===== src/rtl/spi_slave_fsm_if.sv =====
// SPI slave bus bundle: serial pins plus the parallel command/read-data
// handshake towards the single-port RAM.
interface spi_slave_fsm_if #(
    parameter int DATA_W = 8
);
    logic              SS_n;
    logic              MOSI;
    logic              MISO;
    logic [DATA_W+1:0] rx_data;
    logic              rx_valid;
    logic [DATA_W-1:0] tx_data;
    logic              tx_valid;

    // The SPI slave block drives MISO and the RAM-facing command word
    modport slave (
        input  SS_n,
        input  MOSI,
        input  tx_data,
        input  tx_valid,
        output MISO,
        output rx_data,
        output rx_valid
    );

    // The SPI master and the RAM side together drive everything the slave samples
    modport master (
        output SS_n,
        output MOSI,
        output tx_data,
        output tx_valid,
        input  MISO,
        input  rx_data,
        input  rx_valid
    );
endinterface


===== src/rtl/spi_slave_fsm.sv =====
// SPI slave front end for the single-port RAM (mode 0 equivalent).
// Deserialises {cmd[1:0], payload} frames from MOSI into rx_data/rx_valid and,
// after a read-data command, serialises the RAM byte back out on MISO.
module spi_slave_fsm #(
    parameter int DATA_W = 8
) (
    input logic           clk,
    input logic           rstn,
    spi_slave_fsm_if.slave bus
);

    localparam int FW    = DATA_W + 2;
    localparam int CNT_W = $clog2(FW + 2);
    localparam int TXC_W = $clog2(DATA_W + 1);

    // bit_cnt == CNT_LAST: all frame bits captured; CNT_DONE: rx_valid issued
    localparam logic [CNT_W-1:0] CNT_LAST = CNT_W'(FW);
    localparam logic [CNT_W-1:0] CNT_DONE = CNT_W'(FW + 1);
    // tx_cnt counts read-data bits already driven; TX_END means all sent
    localparam logic [TXC_W-1:0] TX_LAST  = TXC_W'(DATA_W - 1);
    localparam logic [TXC_W-1:0] TX_END   = TXC_W'(DATA_W);
    localparam logic [TXC_W-1:0] TX_ZERO  = '0;

    typedef enum logic [2:0] {
        IDLE      = 3'd0,
        CHK_CMD   = 3'd1,
        WRITE     = 3'd2,
        READ_ADD  = 3'd3,
        READ_DATA = 3'd4
    } state_t;

    state_t            state;
    state_t            state_nxt;

    logic [CNT_W-1:0]  bit_cnt;
    logic [TXC_W-1:0]  tx_cnt;
    logic [FW-1:0]     rx_sh;
    logic [DATA_W-1:0] tx_sh;
    logic              rd_addr_seen;

    logic              in_frame;
    logic              shift_en;
    logic              frame_done;
    logic              tx_load;
    logic              tx_shift;
    logic              rd_seen_set;
    logic              rd_seen_clr;
    logic              miso_nxt;

    // State register
    always_ff @(posedge clk or negedge rstn) begin
        if (!rstn) begin
            state <= IDLE;
        end else begin
            state <= state_nxt;
        end
    end

    // Next-state decode; SS_n high aborts from any state
    always_comb begin
        state_nxt = state;
        case (state)
            IDLE: begin
                if (!bus.SS_n) begin
                    state_nxt = CHK_CMD;
                end
            end
            CHK_CMD: begin
                if (!bus.MOSI) begin
                    state_nxt = WRITE;
                end else if (rd_addr_seen) begin
                    state_nxt = READ_DATA;
                end else begin
                    state_nxt = READ_ADD;
                end
            end
            WRITE, READ_ADD, READ_DATA: begin
                state_nxt = state;
            end
            default: begin
                state_nxt = IDLE;
            end
        endcase
        if (bus.SS_n) begin
            state_nxt = IDLE;
        end
    end

    // Per-cycle control strobes derived from state and counters
    always_comb begin
        in_frame    = (state == WRITE) || (state == READ_ADD) || (state == READ_DATA);
        shift_en    = 1'b0;
        frame_done  = 1'b0;
        tx_load     = 1'b0;
        tx_shift    = 1'b0;
        rd_seen_set = 1'b0;
        rd_seen_clr = 1'b0;
        miso_nxt    = 1'b0;
        if (!bus.SS_n) begin
            // CHK_CMD captures the first frame bit, the data states the rest
            shift_en   = (state == CHK_CMD) || (in_frame && (bit_cnt < CNT_LAST));
            frame_done = in_frame && (bit_cnt == CNT_LAST);
            // tx_valid is only honoured once rx_valid has been issued
            tx_load    = (state == READ_DATA) && (bit_cnt == CNT_DONE) &&
                         (tx_cnt == TX_ZERO) && bus.tx_valid;
            tx_shift   = (state == READ_DATA) && (tx_cnt != TX_ZERO) && (tx_cnt != TX_END);
        end
        rd_seen_set = frame_done && (state == READ_ADD);
        rd_seen_clr = tx_shift && (tx_cnt == TX_LAST);
        if (tx_load) begin
            miso_nxt = bus.tx_data[DATA_W-1];
        end else if (tx_shift) begin
            miso_nxt = tx_sh[DATA_W-1];
        end
    end

    // Receive side: bit counter, MOSI shift register and the command word
    always_ff @(posedge clk or negedge rstn) begin
        if (!rstn) begin
            bit_cnt      <= '0;
            rx_sh        <= '0;
            bus.rx_data  <= '0;
            bus.rx_valid <= 1'b0;
        end else begin
            bus.rx_valid <= frame_done;
            if (bus.SS_n) begin
                bit_cnt <= '0;
            end else if (shift_en) begin
                bit_cnt <= bit_cnt + 1'b1;
            end else if (frame_done) begin
                bit_cnt <= CNT_DONE;
            end
            if (shift_en) begin
                rx_sh <= {rx_sh[FW-2:0], bus.MOSI};
            end
            if (frame_done) begin
                bus.rx_data <= rx_sh;
            end
        end
    end

    // Transmit side: latch the RAM byte and shift it out MSB first on MISO
    always_ff @(posedge clk or negedge rstn) begin
        if (!rstn) begin
            tx_cnt   <= '0;
            tx_sh    <= '0;
            bus.MISO <= 1'b0;
        end else begin
            bus.MISO <= miso_nxt;
            if (bus.SS_n) begin
                tx_cnt <= '0;
            end else if (tx_load) begin
                tx_cnt <= TXC_W'(1);
                tx_sh  <= {bus.tx_data[DATA_W-2:0], 1'b0};
            end else if (tx_shift) begin
                tx_cnt <= tx_cnt + 1'b1;
                tx_sh  <= {tx_sh[DATA_W-2:0], 1'b0};
            end
        end
    end

    // Read-address flag: set by a completed rd-addr frame, cleared after the read byte
    always_ff @(posedge clk or negedge rstn) begin
        if (!rstn) begin
            rd_addr_seen <= 1'b0;
        end else if (rd_seen_set) begin
            rd_addr_seen <= 1'b1;
        end else if (rd_seen_clr) begin
            rd_addr_seen <= 1'b0;
        end
    end

endmodule


===== src/flat_wrapper.sv =====
// flat-port wrapper written by rule: the top's interface ports become plain ports
module spi_slave_fsm_flat 
#(
    parameter int DATA_W = 8
)
  (clk, rstn, bus_SS_n, bus_MOSI, bus_tx_data, bus_tx_valid, bus_MISO, bus_rx_data, bus_rx_valid);
  spi_slave_fsm_if #(.DATA_W(DATA_W)) bus_i ();
  input logic clk;
  input logic rstn;
  input wire logic [$bits(bus_i.SS_n)-1:0] bus_SS_n;
  input wire logic [$bits(bus_i.MOSI)-1:0] bus_MOSI;
  input wire logic [$bits(bus_i.tx_data)-1:0] bus_tx_data;
  input wire logic [$bits(bus_i.tx_valid)-1:0] bus_tx_valid;
  output wire logic [$bits(bus_i.MISO)-1:0] bus_MISO;
  output wire logic [$bits(bus_i.rx_data)-1:0] bus_rx_data;
  output wire logic [$bits(bus_i.rx_valid)-1:0] bus_rx_valid;
  assign bus_i.SS_n = bus_SS_n;
  assign bus_i.MOSI = bus_MOSI;
  assign bus_i.tx_data = bus_tx_data;
  assign bus_i.tx_valid = bus_tx_valid;
  assign bus_MISO = bus_i.MISO;
  assign bus_rx_data = bus_i.rx_data;
  assign bus_rx_valid = bus_i.rx_valid;
  spi_slave_fsm #(.DATA_W(DATA_W)) u_core (.clk(clk), .rstn(rstn), .bus(bus_i));
endmodule

===== config.mk =====
export PLATFORM = sky130hd
export DESIGN_NAME = spi_slave_fsm_flat
export DESIGN_NICKNAME = d
export VERILOG_FILES = /design/src/rtl/spi_slave_fsm_if.sv /design/src/rtl/spi_slave_fsm.sv /design/src/flat_wrapper.sv
export SDC_FILE = /design/constraint.sdc
export NUM_CORES = 1
export LEC_CHECK = 0
export ABC_AREA = 1
export BUFFER_PORTS_ARGS = -buffer_cell sky130_fd_sc_hd__buf_4
export CAP_MARGIN = 10
export CORE_ASPECT_RATIO = 1.1
export CORE_UTILIZATION = 43
export CTS_CLUSTER_SIZE = 10
export DETAILED_ROUTE_END_ITERATION = 8
export GPL_TIMING_DRIVEN = 1
export SLEW_MARGIN = 20
export SYNTH_ARGS = -nofsm -noshare
export SYNTH_HDL_FRONTEND = slang
export SYNTH_SLANG_ARGS = --single-unit

===== constraint.sdc =====
create_clock -name clk -period 1.9 [get_ports clk]
set_input_delay 0.38 -clock clk [delete_from_list [all_inputs] [get_ports clk]]
set_output_delay 0.38 -clock clk [all_outputs]
set_load 0.1 [all_outputs]

==> reports/summary.txt, run 1 <==
critical path class: flop to flop
final number of hold-violating endpoints: 0
Worst setup EP type: flop
crit-path max FO: 11
Top delay family on crit path: flip-flops
largest net degree at the start of global routing: 42
setup repair bufs after CTS: 0
core area: 4320 µm²
RSZ-0062 raised after global routing: no
number of distinct library cells after synthesis: 24
HPWL after DPL: 2.35 mm
Yosys top cell area share: 52.9%
worst clock skew: 0.00373 ns
Worst Path Buf+Inv: 1
initial antenna violation count: 0
Arr. time, crit path: 1.77 ns
flop2flop setup slack: 0.30 ns
total clock sinks: 41
Syn Nets: 232
relative slew slack: 65.5%
global-route met2 utilization: 27.9%
layout cells sized above 1: 21.8%
worst reg2reg path startpoint: u_core.bit_cnt[1]$_DFFE_PN0P_
CTS tree: done
post-synthesis sequential area ratio: 52.9%
Site Rows: 25
Die W: 66.1 µm
R2R cell count: 7
Synth warnings: 0
final instance area: 2200 µm²
GR peak layer: met2
First DRT Iteration DRCs: 53
GRT Residual Overflow: 0
EDFF count, synth: 0
residual DRC count: 0
PortBufs: 24
fmax: 624 MHz
Critical-path top delay cell: dfrtp_1
# hold bufs at CTS: 0
post-route minimum period: 1.60 ns
Pleak: 1.12 nW
Max Slew Vio Count: 0
CP startpoint: u_core.bit_cnt[1]$_DFFE_PN0P_
fin crit share: 84.4%
max_cap viols: 0
post-DR vias/cell: 4.99
fin nets: 257
CP Launch Type: flop
PnR worst setup slack: 0.297 ns
Hold Slack: 0.0588 ns
worst slew pin tran: 0.517 ns
GPL Wtd Cong: 0.802
Initial Util: 45.0%
Post-Syn Area per Cell: 9.03 µm²
routed len/inst: 11.6 µm
CTS Buf Count: 5
gr usage total: 16.9%
H-tree Lvls: 2
post-CTS sizing: 0
Main synth FF type: dfrtp_1
total power: 3.18 mW
Clock Latency Late Sink: 0.28 ns
cells along the critical path: ha_1, nand3_1, nor2_1, nand2_1, inv_1, a21oi_1, o21ai_0
status: complete, no violations
Antenna Nets Post-Route: 0
Top-Level Pins: 25
Non-Filler Instances: 293
Worst path max stage delay: 0.43 ns
worst ir drop on vdd: 511 µV
Final TNS setup: 0 ns
final core utilization: 51.0%
placed cells: 287
met3 usage in global routing: 4.72%
Pwr Density: 1440 nW/µm²
ranking of synthesized cells by area: dfrtp_1 53%, nand2_1 11%, nand3_1 5.2%
Synth-to-Final Area Change: 13.4%
first-pass GRT wire length: 6.12 mm
Critical Path RT: 2.06 ns
Root Buffer: clkbuf_8
Synth Instances: 215
antenna cells: 0
die area: 4790 µm²
most frequent cell after synthesis: nand2_1
grt met1 use: 20.7%
Tightest Hold Check Type: primary input to async pin
via count: 1461
instance area at placement: 2130 µm²
vias in the first global route: 1444
first-pass detailed-route iteration total: 5
pre-CTS setup slack: 0.303 ns
Reg clk slew, reported paths: 0.07 ns
most common library cells after synthesis: 59 x nand2_1, 41 x dfrtp_1, 24 x inv_1
area of the mapped netlist: 1940 µm²
cell taking the most area after synthesis: dfrtp_1
final setup fails: 0
die height: 72.5 µm
WP depth: 7
Longest Clk Path Bufs: 2
final WL: 3.41 mm
Reg-to-Reg End: u_core.tx_cnt[0]$_DFFE_PN0P_
Post-synth ARST share: 100%
Seq cells post-synth: 41
## layout make-up
class                      count  area (µm²)
clock buffer                   5        68.8
clock inverter                 1        5.00
fill                         420        2120
inverter                      25        93.8
multi-input combinational    142         752
sequential                    41        1030
tap                           54        67.6
timing repair buffer          25         188
## sequential cells by signal (all words and copies together) (netlist names)
register             cells
u_core.rx_sh            10
u_core.bus.rx_data      10
u_core.tx_cnt            4
u_core.state             3
u_core.tx_sh             7
u_core.bit_cnt           4
u_core.rd_addr_seen      1
u_core.bus.rx_valid      1
u_core.bus.MISO          1
## layout by cell type, fill, tap and decap left out, drive strengths merged
cell,count
and3,1
xor2,3
ha,4
nand4,1
o22ai,3
o21ai,28
nand3,21
dfrtp,41
clkbuf,5
inv,25
clkinv,1
nand2,65
nor2,9
a21oi,6
buf,25
xnor2,1
## worst max-delay path by stage
stage	to	slack [ns]
finish	u_core.tx_cnt[0]$_DFFE_PN0P_	0.30
global route	u_core.tx_sh[5]$_DFFE_PN0P_	0.13
CTS	u_core.tx_cnt[0]$_DFFE_PN0P_	0.29
detailed placement	u_core.tx_cnt[0]$_DFFE_PN0P_	0.30
global placement	u_core.tx_cnt[0]$_DFFE_PN0P_	0.36
floorplan	u_core.bus.rx_data[0]$_DFFE_PN0P_	0.57
## per-layer routing
layer | share of wire (%) | vias to the layer above
met5 | 0 | -
met4 | 1.0 | 0
met3 | 4.1 | 2
met2 | 49 | 32
met1 | 46 | 695
li1 | - | 732
## kinds of logic after synthesis
group | synth area share, %
AOI/OAI and AO/OA | 11.7
xor gates and xnor gates | 1.81
adders and majority gates | 2.58
buffers and inverters | 8.38
DFF | 52.9
and+or+nand+nor | 22.7
## where the power goes
group | internal, mW | total (mW) | switching (mW)
Sequential | 1.10 | 1.23 | 0.132
Combinational | 0.328 | 1.43 | 1.10
Clock | 0.242 | 0.519 | 0.277
Total | 1.67 | 3.18 | 1.51
## worst register-to-register path, cell delays in order (launching register included)
cell     delay, ns
dfrtp_1       0.43
ha_1          0.22
nand3_1       0.08
nor2_1        0.05
nand2_1       0.26
inv_1         0.22
a21oi_1       0.14
o21ai_0       0.09
Power figures use the tool's default switching activity.
==> run 2: changes to the inputs <==
--- a/config.mk
+++ b/config.mk
@@ -5,7 +5,7 @@
 export SDC_FILE = /design/constraint.sdc
 export NUM_CORES = 1
 export LEC_CHECK = 0
-export ABC_AREA = 1
+export ABC_AREA = 0
 export BUFFER_PORTS_ARGS = -buffer_cell sky130_fd_sc_hd__buf_4
 export CAP_MARGIN = 10
 export CORE_ASPECT_RATIO = 1.1
==> constraint.sdc (replaced) <==
create_clock -name clk -period 1.3 [get_ports clk]
set_input_delay 0.26 -clock clk [delete_from_list [all_inputs] [get_ports clk]]
set_output_delay 0.26 -clock clk [all_outputs]
set_load 0.1 [all_outputs]
==> run 2 against run 1 <==
Against the previous run:
- the flow now finishes with violations (negative setup slack)
- register-to-register slack lost 0.68 ns
- routed wire length rose by 13%
- setup slack worse by 0.68 ns
- via count fell by 5.6%
- synthesized cell count decreased by 29%
- non-clock buffer count up 32
- cell count decreased by 10%
- largest cell class unchanged
- largest power group is now registers
==> reports/summary.txt, run 2 <==
Initial Util: 46.2%
flop2flop setup slack: -0.38 ns
GPL Wtd Cong: 0.760
Syn Nets: 169
relative slew slack: 65.6%
core area: 4080 µm²
Reg-to-Reg End: u_core.tx_sh[1]$_DFFE_PN0P_
residual DRC count: 0
Pwr Density: 1230 nW/µm²
fin nets: 227
fmax: 594 MHz
final WL: 3.84 mm
worst ir drop on vdd: 689 µV
Root Buffer: clkbuf_8
cell taking the most area after synthesis: dfrtp_1
GRT Residual Overflow: 0
First DRT Iteration DRCs: 90
gr usage total: 17.9%
Worst setup EP type: flop
antenna cells: 0
Post-synth ARST share: 100%
Post-Syn Area per Cell: 12.4 µm²
PortBufs: 24
crit-path max FO: 7
EDFF count, synth: 0
Synth-to-Final Area Change: 41.5%
ranking of synthesized cells by area: dfrtp_1 54%, mux2_2 12%, a22o_1 3.7%
largest net degree at the start of global routing: 42
Synth Instances: 152
final number of hold-violating endpoints: 0
H-tree Lvls: 2
Arr. time, crit path: 1.86 ns
post-route minimum period: 1.68 ns
via count: 1379
most common library cells after synthesis: 41 x dfrtp_1, 20 x mux2_2, 8 x a21o_1, 8 x a22o_1, 7 x inv_1
most frequent cell after synthesis: dfrtp_1
PnR worst setup slack: -0.384 ns
Yosys top cell area share: 54.4%
initial antenna violation count: 0
post-synthesis sequential area ratio: 54.4%
total power: 3.28 mW
Max Slew Vio Count: 0
Site Rows: 24
CTS Buf Count: 5
Setup crit end: u_core.tx_sh[1]$_DFFE_PN0P_
Pleak: 1.30 nW
total clock sinks: 41
worst reg2reg path startpoint: u_core.state[1]$_DFFE_PN0P_
final setup fails: 37
CP Launch Type: flop
critical path class: flop to flop
Seq cells post-synth: 41
commonest non-fill, non-tap cell in the layout: buf_4
worst clock skew: 0.00511 ns
Antenna Nets Post-Route: 0
Longest Clk Path Bufs: 2
R2R cell count: 5
Reg clk slew, reported paths: 0.08 ns
first-pass detailed-route iteration total: 4
number of distinct library cells after synthesis: 43
HPWL after DPL: 2.66 mm
worst slew pin tran: 0.516 ns
Synth warnings: 0
top flop regs: u_core.bus.rx_data x10, u_core.rx_sh x10, u_core.tx_sh x7
die area: 4660 µm²
routed len/inst: 14.6 µm
Main synth FF type: dfrtp_1
pre-CTS setup slack: -0.404 ns
CP startpoint: u_core.state[1]$_DFFE_PN0P_
most frequent cells in the layout: 52 x buf_4, 38 x dfrtp_1, 16 x mux2_4
Tightest Hold Check Type: primary input to flop
vias in the first global route: 1431
first-pass GRT wire length: 6.36 mm
failing checks: negative setup slack
area of the mapped netlist: 1890 µm²
Die W: 65.2 µm
CTS tree: done
post-DR vias/cell: 5.24
Clock Latency Late Sink: 0.29 ns
max_cap viols: 0
status: finished with violations
Critical Path RT: 1.48 ns
RSZ-0062 raised after global routing: yes
die height: 71.5 µm
layout cells sized above 1: 52.1%
Top-Level Pins: 25
fin crit share: 130%
run 2: final cells by class:
cell class / count / area, µm²
clock buffers: 6 / 82.6
clock inverters: 2 / 37.5
fillers: 315 / 1410
inverters: 7 / 26.3
multi-input cells: 98 / 966
flip-flops and latches: 41 / 1030
well taps: 52 / 65.1
repair buffers: 57 / 463
run 2: critical path, cell delays in order, from the launching register on:
cell and delay (ns):
dfrtp_2 0.44, or4b_4 0.58, nor4_4 0.17, buf_4 0.16
nor2_4 0.05, a22o_1 0.18
run 2: logic make-up (layout without fill, tap and decap cells):
| group | Yosys count | count (layout) | synth area share (%) |
|---|---|---|---|
| buffers and inverters | 13 | 72 | 3.51 |
| AND/OR/NAND/NOR | 31 | 31 | 10.5 |
| multiplexers | 21 | 21 | 12.5 |
| flip-flops | 41 | 41 | 54.4 |
| adder cells (fa/ha/maj) | 4 | 4 | 2.65 |
| XOR/XNOR | 1 | 1 | 0.464 |
| AO/OA/AOI/OAI | 41 | 41 | 16.0 |
run 2: metal layers:
layer	routed length [µm]	GRT usage, %
met5	0	0
met4	61	7.73
met3	137	3.98
met2	1910	30.1
met1	1730	21.8
run 2: worst min path at each step:
| stage | endpoint | cells past startpoint | from | slack [ns] |
|---|---|---|---|---|
| 2_1_floorplan | u_core.bit_cnt[0]$_DFFE_PN0P_ | 0 | rstn | -0.04 |
| 3_3_place_gp | u_core.bus.rx_data[6]$_DFFE_PN0P_ | 1 | rstn | 0.26 |
| 3_5_place_dp | u_core.bus.rx_data[5]$_DFFE_PN0P_ | 1 | rstn | 0.27 |
| 4_1_cts | u_core.tx_sh[1]$_DFFE_PN0P_ | 2 | bus_tx_data[0] | 0.19 |
| 5_1_grt | u_core.tx_sh[1]$_DFFE_PN0P_ | 2 | bus_tx_data[0] | 0.19 |
| 6_report | u_core.tx_sh[1]$_DFFE_PN0P_ | 2 | bus_tx_data[0] | 0.20 |
run 2: repair_timing:
action	4_1_cts	5_1_grt
setup buffers	4	4
pin swaps	9	9
endpoints found under the hold margin	41	0
hold buffers	1	0
gates resized for setup	6	18
setup endpoints to repair	39	40
run 2: stage by stage:
step / util [%] / instance area [µm²] / instances / hold WS, ns / TNS [ns]
6_report: 65.4 / 2670 / 263 / 0.200 / -11.34
3_3_place_gp: 58.7 / 2400 / 248 / 0.263 / -10.09
3_5_place_dp: 58.7 / 2400 / 248 / 0.272 / -11.50
2_1_floorplan: - / 1990 / 152 / -0.0356 / -13.11
4_1_cts: 62.7 / 2560 / 260 / 0.193 / -11.46
5_1_grt: 65.4 / 2670 / 263 / 0.191 / -13.45
run 2: report_power, final:
part | switching, mW | total, mW | internal (mW)
Combinational | 0.227 | 0.603 | 0.376
Sequential | 0.158 | 1.61 | 1.45
Clock | 0.438 | 1.06 | 0.624
Total | 0.823 | 3.28 | 2.45
